<file path="src/rtl/ex_mdu_stage_pkg.sv">
// Package ex_defs: shared definitions for the execute stage.
//   - ALU operation codes (aluop, 8 bits) and result classes (alusel, 3 bits)
//   - ZeroWord constant
//   - divider FSM state encoding (IDLE / BUSY / DONE)
// Optional feature macro used by the stage: EX_MUL_EN (multiply ops).
package ex_defs;

  localparam logic [31:0] ZeroWord = 32'h0000_0000;

  // Result classes
  localparam logic [2:0] SEL_NOP   = 3'b000;
  localparam logic [2:0] SEL_LOGIC = 3'b001;
  localparam logic [2:0] SEL_SHIFT = 3'b010;
  localparam logic [2:0] SEL_MOVE  = 3'b011;
  localparam logic [2:0] SEL_ARITH = 3'b100;

  // Operation codes
  localparam logic [7:0] OP_NOP   = 8'b0000_0000;
  localparam logic [7:0] OP_AND   = 8'b0010_0100;
  localparam logic [7:0] OP_OR    = 8'b0010_0101;
  localparam logic [7:0] OP_XOR   = 8'b0010_0110;
  localparam logic [7:0] OP_NOR   = 8'b0010_0111;
  localparam logic [7:0] OP_SLL   = 8'b0111_1100;
  localparam logic [7:0] OP_SRL   = 8'b0000_0010;
  localparam logic [7:0] OP_SRA   = 8'b0000_0011;
  localparam logic [7:0] OP_ADDU  = 8'b0010_0001;
  localparam logic [7:0] OP_SUBU  = 8'b0010_0011;
  localparam logic [7:0] OP_SLT   = 8'b0010_1010;
  localparam logic [7:0] OP_SLTU  = 8'b0010_1011;
  localparam logic [7:0] OP_MFHI  = 8'b0001_0000;
  localparam logic [7:0] OP_MTHI  = 8'b0001_0001;
  localparam logic [7:0] OP_MFLO  = 8'b0001_0010;
  localparam logic [7:0] OP_MTLO  = 8'b0001_0011;
  localparam logic [7:0] OP_MULT  = 8'b0001_1000;
  localparam logic [7:0] OP_MULTU = 8'b0001_1001;
  localparam logic [7:0] OP_DIV   = 8'b0001_1010;
  localparam logic [7:0] OP_DIVU  = 8'b0001_1011;
  localparam logic [7:0] OP_MUL   = 8'b1010_1001;

  // Divider FSM states
  typedef logic [1:0] div_state_t;
  localparam div_state_t DIV_IDLE = 2'd0;
  localparam div_state_t DIV_BUSY = 2'd1;
  localparam div_state_t DIV_DONE = 2'd2;

  function automatic logic is_div_op(input logic [7:0] op);
    return (op == OP_DIV) || (op == OP_DIVU);
  endfunction

endpackage

</file>
<file path="src/rtl/ex_mdu_stage_if.sv">
// Interface ex_mdu_stage_if: decoded-op inputs from ID/EX, flush, stall request
// and the registered EX/MEM-side results of the execute stage.
//   slave  modport: the execute stage (consumes *_i, drives *_o)
//   master modport: the surrounding pipeline (drives *_i, consumes *_o)
interface ex_mdu_stage_if #(
  parameter int DATA_W     = 32,
  parameter int REG_ADDR_W = 5
);
  import ex_defs::*;

  logic                  valid_i;
  logic [7:0]            aluop_i;
  logic [2:0]            alusel_i;
  logic [DATA_W-1:0]     reg1_i;
  logic [DATA_W-1:0]     reg2_i;
  logic [REG_ADDR_W-1:0] wd_i;
  logic                  wreg_i;
  logic                  flush_i;
  logic                  stallreq_o;
  logic [REG_ADDR_W-1:0] wd_o;
  logic                  wreg_o;
  logic [DATA_W-1:0]     wdata_o;
  logic                  whilo_o;
  logic [DATA_W-1:0]     hi_o;
  logic [DATA_W-1:0]     lo_o;

  modport slave (
    input  valid_i, aluop_i, alusel_i, reg1_i, reg2_i, wd_i, wreg_i, flush_i,
    output stallreq_o, wd_o, wreg_o, wdata_o, whilo_o, hi_o, lo_o
  );

  modport master (
    output valid_i, aluop_i, alusel_i, reg1_i, reg2_i, wd_i, wreg_i, flush_i,
    input  stallreq_o, wd_o, wreg_o, wdata_o, whilo_o, hi_o, lo_o
  );

endinterface

</file>
<file path="src/rtl/ex_mdu_stage_div.sv">
// Module ex_div: iterative restoring divider, one quotient bit per cycle.
//   clk, rst (async, active-low)
//   start      : begin a divide (sampled only in IDLE)
//   signed_op  : treat a/b as two's-complement
//   a, b       : dividend, divisor
//   cancel     : abort from BUSY/DONE back to IDLE
//   busy       : iterations in progress
//   done       : result valid this cycle (one cycle)
//   q, r       : quotient / remainder with signs applied
// A zero divisor skips the iterations: quotient all-ones, remainder = dividend.
module ex_div
  import ex_defs::*;
#(
  parameter int DATA_W = 32
) (
  input  logic              clk,
  input  logic              rst,
  input  logic              start,
  input  logic              signed_op,
  input  logic [DATA_W-1:0] a,
  input  logic [DATA_W-1:0] b,
  input  logic              cancel,
  output logic              busy,
  output logic              done,
  output logic [DATA_W-1:0] q,
  output logic [DATA_W-1:0] r
);

  localparam int CNT_W = $clog2(DATA_W);

  div_state_t        state_reg;
  logic [CNT_W-1:0]  cnt_reg;
  logic [DATA_W-1:0] quo_reg;
  logic [DATA_W-1:0] rem_reg;
  logic [DATA_W-1:0] dsr_reg;
  logic              neg_q_reg;
  logic              neg_r_reg;

  logic              a_neg;
  logic              b_neg;
  logic [DATA_W-1:0] a_mag;
  logic [DATA_W-1:0] b_mag;
  logic [DATA_W:0]   rem_shift;
  logic [DATA_W:0]   diff;
  logic              fits;

  // Magnitudes fit in DATA_W unsigned bits, including MIN_INT.
  assign a_neg = signed_op & a[DATA_W-1];
  assign b_neg = signed_op & b[DATA_W-1];
  assign a_mag = a_neg ? (~a + 1'b1) : a;
  assign b_mag = b_neg ? (~b + 1'b1) : b;

  // Bring the next dividend bit (MSB of quo_reg) into the partial remainder.
  assign rem_shift = {rem_reg, quo_reg[DATA_W-1]};
  assign diff      = rem_shift - {1'b0, dsr_reg};
  assign fits      = ~diff[DATA_W];

  always_ff @(posedge clk or negedge rst) begin
    if (!rst) begin
      state_reg <= DIV_IDLE;
      cnt_reg   <= '0;
      quo_reg   <= '0;
      rem_reg   <= '0;
      dsr_reg   <= '0;
      neg_q_reg <= 1'b0;
      neg_r_reg <= 1'b0;
    end else begin
      case (state_reg)
        DIV_IDLE: begin
          if (start) begin
            cnt_reg <= '0;
            dsr_reg <= b_mag;
            if (b == '0) begin
              quo_reg   <= '1;
              rem_reg   <= a;
              neg_q_reg <= 1'b0;
              neg_r_reg <= 1'b0;
              state_reg <= DIV_DONE;
            end else begin
              quo_reg   <= a_mag;
              rem_reg   <= '0;
              neg_q_reg <= a_neg ^ b_neg;
              neg_r_reg <= a_neg;
              state_reg <= DIV_BUSY;
            end
          end
        end
        DIV_BUSY: begin
          if (cancel) begin
            state_reg <= DIV_IDLE;
          end else begin
            rem_reg <= fits ? diff[DATA_W-1:0] : rem_shift[DATA_W-1:0];
            quo_reg <= {quo_reg[DATA_W-2:0], fits};
            cnt_reg <= cnt_reg + 1'b1;
            if (cnt_reg == CNT_W'(DATA_W - 1)) begin
              state_reg <= DIV_DONE;
            end
          end
        end
        DIV_DONE: state_reg <= DIV_IDLE;
        default:  state_reg <= DIV_IDLE;
      endcase
    end
  end

  assign busy = (state_reg == DIV_BUSY);
  assign done = (state_reg == DIV_DONE);
  // MIN_INT / -1 lands here with neg_q=0 and quo=MIN_INT, which is the wrapped result.
  assign q    = neg_q_reg ? (~quo_reg + 1'b1) : quo_reg;
  assign r    = neg_r_reg ? (~rem_reg + 1'b1) : rem_reg;

endmodule

</file>
<file path="src/rtl/ex_mdu_stage.sv">
// Module ex_mdu_stage: execute stage with ALU, HI/LO registers, iterative
// divider and (optionally) a multiplier; absorbs the EX/MEM register.
//   clk, rst (async, active-low)
//   bus (slave): valid/aluop/alusel/reg1/reg2/wd/wreg/flush in;
//                stallreq (combinational), wd/wreg/wdata/whilo/hi/lo out.
// Macro EX_MUL_EN: when defined, MULT/MULTU write HI/LO with the full product
// and MUL writes the low half to the GPR; otherwise they act as unknown ops.
module ex_mdu_stage
  import ex_defs::*;
#(
  parameter int DATA_W     = 32,
  parameter int REG_ADDR_W = 5
) (
  input  logic             clk,
  input  logic             rst,
  ex_mdu_stage_if.slave    bus
);

  localparam int SH_W = $clog2(DATA_W);

  logic [REG_ADDR_W-1:0] wd_reg,    wd_next;
  logic                  wreg_reg,  wreg_next;
  logic [DATA_W-1:0]     wdata_reg, wdata_next;
  logic                  whilo_reg, whilo_next;
  logic [DATA_W-1:0]     hi_reg,    hi_next;
  logic [DATA_W-1:0]     lo_reg,    lo_next;

  logic                  is_div;
  logic                  div_start;
  logic                  div_busy;
  logic                  div_done;
  logic                  div_idle;
  logic [DATA_W-1:0]     div_q;
  logic [DATA_W-1:0]     div_r;
  logic [DATA_W-1:0]     alu_res;
  logic [SH_W-1:0]       sh;

`ifdef EX_MUL_EN
  logic signed [2*DATA_W-1:0] prod_s;
  logic [2*DATA_W-1:0]        prod_u;
  assign prod_s = $signed(bus.reg1_i) * $signed(bus.reg2_i);
  assign prod_u = {{DATA_W{1'b0}}, bus.reg1_i} * {{DATA_W{1'b0}}, bus.reg2_i};
`endif

  assign sh       = bus.reg1_i[SH_W-1:0];
  assign is_div   = bus.valid_i & is_div_op(bus.aluop_i);
  assign div_idle = ~div_busy & ~div_done;
  // A divide starts only from IDLE; the DONE cycle still shows the same op.
  assign div_start = is_div & ~bus.flush_i & div_idle;
  // Gated by rst so the stall request is low while reset is held.
  assign bus.stallreq_o = rst & (div_start | (div_busy & ~bus.flush_i));

  ex_div #(.DATA_W(DATA_W)) u_div (
    .clk       (clk),
    .rst       (rst),
    .start     (div_start),
    .signed_op (bus.aluop_i == OP_DIV),
    .a         (bus.reg1_i),
    .b         (bus.reg2_i),
    .cancel    (bus.flush_i),
    .busy      (div_busy),
    .done      (div_done),
    .q         (div_q),
    .r         (div_r)
  );

  // GPR result by class; an op not recognised within its class yields zero.
  always_comb begin
    alu_res = '0;
    case (bus.alusel_i)
      SEL_LOGIC: begin
        case (bus.aluop_i)
          OP_OR:   alu_res = bus.reg1_i | bus.reg2_i;
          OP_AND:  alu_res = bus.reg1_i & bus.reg2_i;
          OP_XOR:  alu_res = bus.reg1_i ^ bus.reg2_i;
          OP_NOR:  alu_res = ~(bus.reg1_i | bus.reg2_i);
          default: alu_res = '0;
        endcase
      end
      SEL_SHIFT: begin
        case (bus.aluop_i)
          OP_SLL:  alu_res = bus.reg2_i << sh;
          OP_SRL:  alu_res = bus.reg2_i >> sh;
          OP_SRA:  alu_res = $signed(bus.reg2_i) >>> sh;
          default: alu_res = '0;
        endcase
      end
      SEL_ARITH: begin
        case (bus.aluop_i)
          OP_ADDU: alu_res = bus.reg1_i + bus.reg2_i;
          OP_SUBU: alu_res = bus.reg1_i - bus.reg2_i;
          OP_SLT:  alu_res = {{(DATA_W-1){1'b0}}, $signed(bus.reg1_i) < $signed(bus.reg2_i)};
          OP_SLTU: alu_res = {{(DATA_W-1){1'b0}}, bus.reg1_i < bus.reg2_i};
`ifdef EX_MUL_EN
          OP_MUL:  alu_res = prod_s[DATA_W-1:0];
`endif
          default: alu_res = '0;
        endcase
      end
      SEL_MOVE: begin
        case (bus.aluop_i)
          OP_MFHI: alu_res = hi_reg;
          OP_MFLO: alu_res = lo_reg;
          default: alu_res = '0;
        endcase
      end
      default: alu_res = '0;
    endcase
  end

  // Next values of the output register and HI/LO. Flush and the issue/busy
  // cycles of a divide load a bubble.
  always_comb begin
    wd_next    = '0;
    wreg_next  = 1'b0;
    wdata_next = '0;
    whilo_next = 1'b0;
    hi_next    = hi_reg;
    lo_next    = lo_reg;
    if (!bus.flush_i) begin
      if (div_done) begin
        wd_next    = bus.wd_i;
        whilo_next = 1'b1;
        hi_next    = div_r;
        lo_next    = div_q;
      end else if (bus.valid_i && !is_div) begin
        wd_next   = bus.wd_i;
        wreg_next = bus.wreg_i;
        case (bus.aluop_i)
          OP_MTHI: begin
            wreg_next  = 1'b0;
            whilo_next = 1'b1;
            hi_next    = bus.reg1_i;
          end
          OP_MTLO: begin
            wreg_next  = 1'b0;
            whilo_next = 1'b1;
            lo_next    = bus.reg1_i;
          end
`ifdef EX_MUL_EN
          OP_MULT: begin
            wreg_next  = 1'b0;
            whilo_next = 1'b1;
            hi_next    = prod_s[2*DATA_W-1:DATA_W];
            lo_next    = prod_s[DATA_W-1:0];
          end
          OP_MULTU: begin
            wreg_next  = 1'b0;
            whilo_next = 1'b1;
            hi_next    = prod_u[2*DATA_W-1:DATA_W];
            lo_next    = prod_u[DATA_W-1:0];
          end
`endif
          default: wdata_next = alu_res;
        endcase
      end
    end
  end

  always_ff @(posedge clk or negedge rst) begin
    if (!rst) begin
      wd_reg    <= '0;
      wreg_reg  <= 1'b0;
      wdata_reg <= '0;
      whilo_reg <= 1'b0;
      hi_reg    <= '0;
      lo_reg    <= '0;
    end else begin
      wd_reg    <= wd_next;
      wreg_reg  <= wreg_next;
      wdata_reg <= wdata_next;
      whilo_reg <= whilo_next;
      hi_reg    <= hi_next;
      lo_reg    <= lo_next;
    end
  end

  assign bus.wd_o    = wd_reg;
  assign bus.wreg_o  = wreg_reg;
  assign bus.wdata_o = wdata_reg;
  assign bus.whilo_o = whilo_reg;
  assign bus.hi_o    = hi_reg;
  assign bus.lo_o    = lo_reg;

endmodule

</file>
<file path="src/flat_wrapper.sv">
// flat-port wrapper written by rule: the top's interface ports become plain ports
module ex_mdu_stage_flat import ex_defs::*;
#(
  parameter int DATA_W     = 32,
  parameter int REG_ADDR_W = 5
)
  (clk, rst, bus_valid_i, bus_aluop_i, bus_alusel_i, bus_reg1_i, bus_reg2_i, bus_wd_i, bus_wreg_i, bus_flush_i, bus_stallreq_o, bus_wd_o, bus_wreg_o, bus_wdata_o, bus_whilo_o, bus_hi_o, bus_lo_o);
  ex_mdu_stage_if #(.DATA_W(DATA_W), .REG_ADDR_W(REG_ADDR_W)) bus_i ();
  input  logic clk;
  input  logic rst;
  input wire logic [$bits(bus_i.valid_i)-1:0] bus_valid_i;
  input wire logic [$bits(bus_i.aluop_i)-1:0] bus_aluop_i;
  input wire logic [$bits(bus_i.alusel_i)-1:0] bus_alusel_i;
  input wire logic [$bits(bus_i.reg1_i)-1:0] bus_reg1_i;
  input wire logic [$bits(bus_i.reg2_i)-1:0] bus_reg2_i;
  input wire logic [$bits(bus_i.wd_i)-1:0] bus_wd_i;
  input wire logic [$bits(bus_i.wreg_i)-1:0] bus_wreg_i;
  input wire logic [$bits(bus_i.flush_i)-1:0] bus_flush_i;
  output wire logic [$bits(bus_i.stallreq_o)-1:0] bus_stallreq_o;
  output wire logic [$bits(bus_i.wd_o)-1:0] bus_wd_o;
  output wire logic [$bits(bus_i.wreg_o)-1:0] bus_wreg_o;
  output wire logic [$bits(bus_i.wdata_o)-1:0] bus_wdata_o;
  output wire logic [$bits(bus_i.whilo_o)-1:0] bus_whilo_o;
  output wire logic [$bits(bus_i.hi_o)-1:0] bus_hi_o;
  output wire logic [$bits(bus_i.lo_o)-1:0] bus_lo_o;
  assign bus_i.valid_i = bus_valid_i;
  assign bus_i.aluop_i = bus_aluop_i;
  assign bus_i.alusel_i = bus_alusel_i;
  assign bus_i.reg1_i = bus_reg1_i;
  assign bus_i.reg2_i = bus_reg2_i;
  assign bus_i.wd_i = bus_wd_i;
  assign bus_i.wreg_i = bus_wreg_i;
  assign bus_i.flush_i = bus_flush_i;
  assign bus_stallreq_o = bus_i.stallreq_o;
  assign bus_wd_o = bus_i.wd_o;
  assign bus_wreg_o = bus_i.wreg_o;
  assign bus_wdata_o = bus_i.wdata_o;
  assign bus_whilo_o = bus_i.whilo_o;
  assign bus_hi_o = bus_i.hi_o;
  assign bus_lo_o = bus_i.lo_o;
  ex_mdu_stage #(.DATA_W(DATA_W), .REG_ADDR_W(REG_ADDR_W)) u_core (.clk(clk), .rst(rst), .bus(bus_i));
endmodule
</file>
<file path="config.mk">
export PLATFORM = sky130hd
export DESIGN_NAME = ex_mdu_stage_flat
export DESIGN_NICKNAME = d
export VERILOG_FILES = /design/src/rtl/ex_mdu_stage_pkg.sv /design/src/rtl/ex_mdu_stage_if.sv /design/src/rtl/ex_mdu_stage_div.sv /design/src/rtl/ex_mdu_stage.sv /design/src/flat_wrapper.sv
export SDC_FILE = /design/constraint.sdc
export NUM_CORES = 1
export LEC_CHECK = 0
export ABC_AREA = 1
export CAP_MARGIN = 20
export CORE_MARGIN = 3
export CORE_UTILIZATION = 56
export CTS_BUF_LIST = sky130_fd_sc_hd__clkbuf_4
export CTS_CLUSTER_SIZE = 14
export DETAILED_ROUTE_END_ITERATION = 12
export GPL_ROUTABILITY_DRIVEN = 1
export HOLD_SLACK_MARGIN = 0.15
export PLACE_DENSITY = 0.88
export SLEW_MARGIN = 40
export SYNTH_ARGS = -nofsm -noshare
export SYNTH_HDL_FRONTEND = slang
export SYNTH_SLANG_ARGS = --single-unit
export TNS_END_PERCENT = 100
</file>
<file path="constraint.sdc">
create_clock -name clk -period 2.1 [get_ports clk]
set_input_delay 0.42 -clock clk [delete_from_list [all_inputs] [get_ports clk]]
set_output_delay 0.42 -clock clk [all_outputs]
set_load 0.05 [all_outputs]
</file>
==> results.md, run 1 <==
Status:
- The flow did not finish.
- The stage where the run came to a stop is global routing (5_1_grt).
- The first error in the log reads "[ERROR GRT-0116] Global routing finished with congestion. Check the congestion regions in the DRC Viewer".

Logic synthesis:
- The number of unique standard cell types used by synthesis is 54.
- A synthesized cell averages 5.60 um2.
- The synthesis warning total is 0.
- The share of async-settable or async-resettable flops after synthesis is 100%.
- Counting flops with a built-in enable in the synthesized netlist gives 0.
- The mux cell area share after synthesis is 0.0389%.
- Of the total synthesized cell area, the portion taken by XOR and XNOR cells is 1.94%.
- The synthesized flop and latch total is 208.
- The synthesized net count is 4824.
- Of the total synthesized cell area, the portion taken by AND, OR, NAND and NOR gates is 43.0%.
- The share of the yosys chip area belonging to registers is 20.2%.
- By area, the combinational part of the netlist is dominated by simple AND/OR/NAND/NOR gates.
- Counting every instance in the synthesized netlist gives 4596.
- In this run the cell area of the synthesized design comes to 25700 um2.
- Summing the areas of all fa, ha and maj instances in the mapped netlist gives 7.04% of the synthesized area.
- The top flip-flop cell by instance count after synthesis is sky130_fd_sc_hd__dfrtp_1.
- Summing the areas of all compound-gate instances in the mapped netlist gives 15.3% of the synthesized area.

Place:
- The routability congestion estimate from global placement is 1.30.
- Before CTS, the worst setup slack after placement is -0.988 ns.
- The number of port buffers is 188.
- The estimated wirelength of the detail-placed design is 110000 um.
- The number of placed cells counting well taps is 6084.

Global route:
- The first-pass GRT wire length is 309000 um.
- For this run the aggregate overflow at the end of global routing stands at 758.
- Entering global routing, the biggest net connects 70 pins.
- The global-route total usage across every layer is 83.1%.
- The number of global-route vias before repair came to 48900.

CTS:
- The clock buffer count from CTS is 58.
- The H-tree was split into 2 levels.
- The cell at the root of the clock tree is sky130_fd_sc_hd__clkbuf_4.
- The maximum root-to-sink buffer count is 3.
- The tree built by TritonCTS fans out to 208 sinks.

Die:
- The die span in y is 220 um.
- The initialized floorplan defines 77 standard-cell rows.
- Once the floorplan was initialized, standard cells occupied 57.5% of the core.
- The die is 220 um wide.
- The count of boundary I/O pins is 189.
## synthesized netlist by cell type (all sizes together), types with 3 or more instances
master / n / area, um2
nor2: 475 / 1840
nor3: 58 / 307
o31ai: 3 / 27.5
inv: 646 / 2420
nand3: 584 / 2940
or2: 4 / 25.0
clkbuf: 96 / 363
clkinv: 4 / 15.0
o21a: 3 / 22.5
buf: 81 / 400
xor2: 42 / 368
and2: 9 / 56.3
nand4: 59 / 375
ha: 140 / 1750
dfrtp: 208 / 5200
o21ai: 330 / 1660
a22oi: 10 / 75.1
nor3b: 3 / 22.5
xnor2: 15 / 131
nand3b: 20 / 150
o221ai: 5 / 43.8
o21bai: 12 / 90.1
nor4: 4 / 25.0
and3: 4 / 25.0
a21oi: 270 / 1360
fa: 3 / 60.1
o211ai: 17 / 128
o22ai: 46 / 288
nand2: 1407 / 5320
a31oi: 28 / 175
## routing by layer
metal  GRT overflow  GRT usage, %
met5              3          62.0
met4            231          83.5
met3             55          75.7
met2            417          93.7
met1             52          80.7
## metrics by stage
step	hold slack, ns	area [um2]	setup TNS (ns)	utilization (%)
2_1_floorplan	0.124	26200	-1.30	-
3_3_place_gp	0.441	35000	-120.82	78.1
3_5_place_dp	0.445	35000	-149.63	78.1
4_1_cts	0.164	37400	-16.62	83.6
## cells by family after synthesis
family	Yosys count
xor gates and xnor gates	57
DFF	208
buffers and inverters	827
muxes	1
AOI/OAI and AO/OA	733
and+or+nand+nor	2627
adders and majority gates	143
## timing repair
item | in CTS
gates cloned | 7
endpoints found under the setup margin | 221
pin swaps | 114
buffers inserted | 41
endpoints found under the hold margin | 214
hold buffers | 7
gates resized for setup | 648
==> run 2, diff against run 1 <==
Settings changed: CORE_UTILIZATION 56 to 40, CTS_BUF_LIST sky130_fd_sc_hd__clkbuf_4 to unset, CTS_CLUSTER_SIZE 14 to unset, HOLD_SLACK_MARGIN 0.15 to unset, PLACE_DENSITY 0.88 to unset, PLACE_DENSITY_LB_ADDON set to 0.15.
Clock period 2.1 ns to 2.75 ns, I/O delays scaled along.
==> run 2 against run 1 <==
Against the previous run:
- the run now ends clean
- synthesized area is the same
- synthesized cell count is the same
==> results.md, run 2 <==
Setup path:
- The kind of critical path is in -> reg.
- Traced cell by cell, the critical path runs through clkdlybuf4s50_1 > nor2_2 > buf_4 > nand2_1 > buf_4 > nor2_4 > nand2_1 > inv_2 > nor2_1 > buf_4 > nand3_1 > nand2_1 > nand2_1 > a21oi_1 > a21oi_1.
- Among the stages of the critical path, the cell type that occurs most often is sky130_fd_sc_hd__nand2_1.
- The number of buffer and inverter stages on the critical path is 5.
- The largest fanout on the critical path is 5.
- The worst setup path is launched from an input pin.
- The type of destination of the critical path is a register.
- The cell at the slowest stage of the critical path is sky130_fd_sc_hd__clkdlybuf4s50_1.
- The critical path data required time is 3.22 ns.
- On the critical path the largest part of the delay comes from buffers and inverters.
- The arrival time of the worst setup path is 3.17 ns.
- The largest single stage delay on the critical path is 0.49 ns.

Die:
- The effective utilization at floorplan is 40.6% (was 57.5%).
- The width of the die is 260 um (was 220 um).
- The die covers 67500 um2.
- The area of the core is 63400 um2.
- The count of boundary I/O pins came to 189 (unchanged).
- The die span in y is 260 um (was 220 um).
- The number of standard-cell rows in the floorplan is 92 (was 77).

Logic synthesis:
- The share of the synthesized area in the top cell type is 20.3% (unchanged).
- The share of the yosys chip area belonging to registers is 20.2% (unchanged).
- The number of enable-type register cells in the synthesized netlist came to 0 (unchanged).
- The number of standard cells after synthesis is 4596 (unchanged).
- The post-synthesis compound-gate area fraction was 15.3% (unchanged).
- The number of unique standard cell types used by synthesis is 54 (unchanged).
- The post-synthesis share of cell area spent on full adders, half adders and majority gates is 7.04% (unchanged).
- The top flip-flop cell by instance count after synthesis is sky130_fd_sc_hd__dfrtp_1 (unchanged).
- The synthesized flop and latch total is 208 (unchanged).
- The post-synthesis share of cell area spent on and, or, nand and nor gates is 43.0% (unchanged).
- The cell area after synthesis came to 25700 um2 (unchanged).
- The share of the synthesized netlist area taken by xor and xnor gates is 1.94% (unchanged).
- The synthesized area per cell is 5.60 um2 (unchanged).
- The share of async-settable or async-resettable flops after synthesis came to 100% (unchanged).
- Commonest cells post-synth: sky130_fd_sc_hd__nand2_1, sky130_fd_sc_hd__inv_1, sky130_fd_sc_hd__nand3_1, sky130_fd_sc_hd__nor2_1, sky130_fd_sc_hd__o21ai_0 (unchanged).
- The library cell occupying the most area in the post-synthesis netlist was sky130_fd_sc_hd__nand2_1 (unchanged).
- The synthesized net count is 4824 (unchanged).
- The synthesis warning total is 0 (unchanged).
- The mux cell area share after synthesis is 0.0389% (unchanged).
- The combinational family with the most area after synthesis is simple AND/OR/NAND/NOR gates (unchanged).
- Biggest area contributors in the synthesized netlist: sky130_fd_sc_hd__nand2_1, sky130_fd_sc_hd__dfrtp_1, sky130_fd_sc_hd__nand3_1 (unchanged).
- The cell with the most instances after synthesis is sky130_fd_sc_hd__nand2_1 (unchanged).

Place:
- The worst-case setup slack after placement is -0.532 ns (was -0.988 ns).
- The routability congestion estimate from global placement is 1.11 (was 1.30).
- The number of placed cells counting well taps is 6274 (was 6084).
- The number of port buffers came to 188 (unchanged).
- The estimated wirelength of the detail-placed design came to 134000 um (was 110000 um).

Finish:
- The number of standard cells in the layout, taps in and fillers out is 6336.
- The most common library cell in the layout ignoring fill and taps is sky130_fd_sc_hd__nand2_1.
- For this run, the post-layout net count is 5694.
- The share of layout cells above drive strength 1 is 18.1%.
- From synthesis to final layout, the design area changed by 39.3%.
- Measured on the finished design, the core utilization comes to 56.5%.
- Fill cells in the final layout number 6602.
- In the layout the commonest cells are sky130_fd_sc_hd__nand2_1, sky130_fd_sc_hd__buf_4, sky130_fd_sc_hd__inv_1, sky130_fd_sc_hd__nand3_1, sky130_fd_sc_hd__nor2_1.

STA:
- Across all hold checks on the routed design, the worst slack comes to 0.407 ns.
- The final hold violation count is 0.
- The final setup violation count is 0.
- The max-slew violation count is 0.
- The worst path setup slack after routing is 0.0455 ns.
- The clock arrives with 0.0310 ns of skew.
- At the pin with the least slew margin, the transition time is 0.835 ns.
- Subtracting the final worst setup slack from the clock period gives 2.70 ns.
- The post-route fraction of the period consumed by the critical path is 98.3%.
- Measured against its own limit, the worst slew margin works out to 44.4%.
- Timing would allow up to 0.370 GHz.

Status:
- Outcome: completed (was did not finish).

Detailed routing:
- The first detailed-routing pass took 6 iterations.
- After detailed routing, the average wire length per cell comes to 25.1 um.
- The post-route antenna net violation count is 0.
- The overall routed net length is 159000 um.
- The number of vias per cell after detailed routing is 5.68.
- After detailed routing, the number of remaining DRC violations is 0.
- The count of vias placed by the detailed router is 36000.
- The number of violations reported at the end of detailed-routing iteration 0 is 4620.

Flow run:
- The tool flagged a number of max-cap violations equal to 0.

Power:
- In this run the static leakage power is 19.1 nW.
- After layout, the design draws a total of 25.7 mW.
- Dividing total power by cell area gives a power density of 717 nW/um2.
- The maximum resistive drop on vdd is 0.599 mV.

CTS:
- The count of H-tree levels built during CTS is 1 (was 2).
- TritonCTS built the clock tree.
- The maximum root-to-sink buffer count is 3 (unchanged).
- The cell at the root of the clock tree is sky130_fd_sc_hd__clkbuf_16 (was sky130_fd_sc_hd__clkbuf_4).
- The clock transition at the registers of the reported paths is 0.07 ns.
- The count of clock tree sinks is 208 (unchanged).
- The clock buffer count from CTS is 29 (was 58).
- For the worst-skew pair, the clock arrives at the later sink with an insertion delay of 0.63 ns.

Global route:
- Summed over all layers, the global routing overflow is 0.
- The first-pass GRT wire length is 224000 um.
- The maximum number of pins on one net before global-route repair is 113.
- The initial antenna violation count came to 9.
- The number of global-route vias before repair was 32700.
- Across every metal layer, demand over resource in global routing totals 45.6%.

Worst hold path:
- In this run the worst hold path is classified as in -> async.
==> run 2: cells by family after synthesis <==
| kind of cell | count (synthesis) |
|---|---|
| buffers and inverters | 827 |
| adders and majority gates | 143 |
| muxes | 1 |
| xor gates and xnor gates | 57 |
| and+or+nand+nor | 2627 |
| DFF | 208 |
| AOI/OAI and AO/OA | 733 |
==> run 2: cell type report <==
class                   count  area [um2]  share of cell area [%]
clock inverters            18         255                   0.712
repair buffers           1016        8570                    23.9
multi-input cells        3561       17500                    48.9
flip-flops and latches    208        5200                    14.5
well taps                 846        1060                    2.95
inverters                 650        2440                    6.82
diodes                      3        7.51                  0.0209
clock buffers              34         785                    2.19
==> run 2: what timing repair did <==
action / CTS / global route
pin swaps: 2 / 7
gates cloned: 0 / 1
resized for setup: 10 / 51
buffers inserted: 2 / 3
setup endpoints to repair: 32 / 101
hold buffers: 1 / 0
hold endpoints to repair: 35 / 0
==> run 2: path summary, 6_finish.rpt <==
kind,cells past startpoint,slack (ns),start,end
worst min-delay path,2,0.41,rst,u_core.u_div.rem_reg[30]$_DFFE_PN0P_
worst max-delay path,15,0.05,bus_aluop_i[7],u_core.bus.wdata_o[30]$_DFF_PN0_
worst min register to register,2,0.47,u_core.u_div.dsr_reg[3]$_DFFE_PN0P_,u_core.u_div.dsr_reg[3]$_DFFE_PN0P_
max in group asynchronous,3,1.32,rst,u_core.bus.wreg_o$_DFF_PN0_
worst max register to register,13,0.11,u_core.u_div.rem_reg[18]$_DFFE_PN0P_,u_core.u_div.rem_reg[15]$_DFFE_PN0P_
min in group clk,3,0.47,bus_wd_i[3],u_core.bus.wd_o[3]$_DFF_PN0_
==> run 2: power breakdown <==
group | internal (mW) | switching (mW) | leakage [nW]
combinational | 5.43 | 10.7 | 16.1
sequential | 4.09 | 1.25 | 2.50
clock | 2.52 | 1.73 | 0.519
total | 12.0 | 13.7 | 19.1
==> run 2: through the flow <==
step	setup TNS (ns)	cell area, um2
2_1_floorplan	0	25800
3_3_place_gp	-58.67	34600
3_5_place_dp	-64.22	34600
4_1_cts	-0.0127	35600
5_1_grt	-0.0159	35900
6_report	0	35900
==> run 2: metal layers <==
metal / wire (um) / vias to the layer above / track usage (%)
met5: 115 / - / 0
met4: 12200 / 16 / 28.1
met3: 21300 / 407 / 15.0
met2: 63500 / 2225 / 65.7
met1: 62000 / 16700 / 58.7
li1: - / 16600 / -
Note: power is estimated with default switching activity, not from simulation.
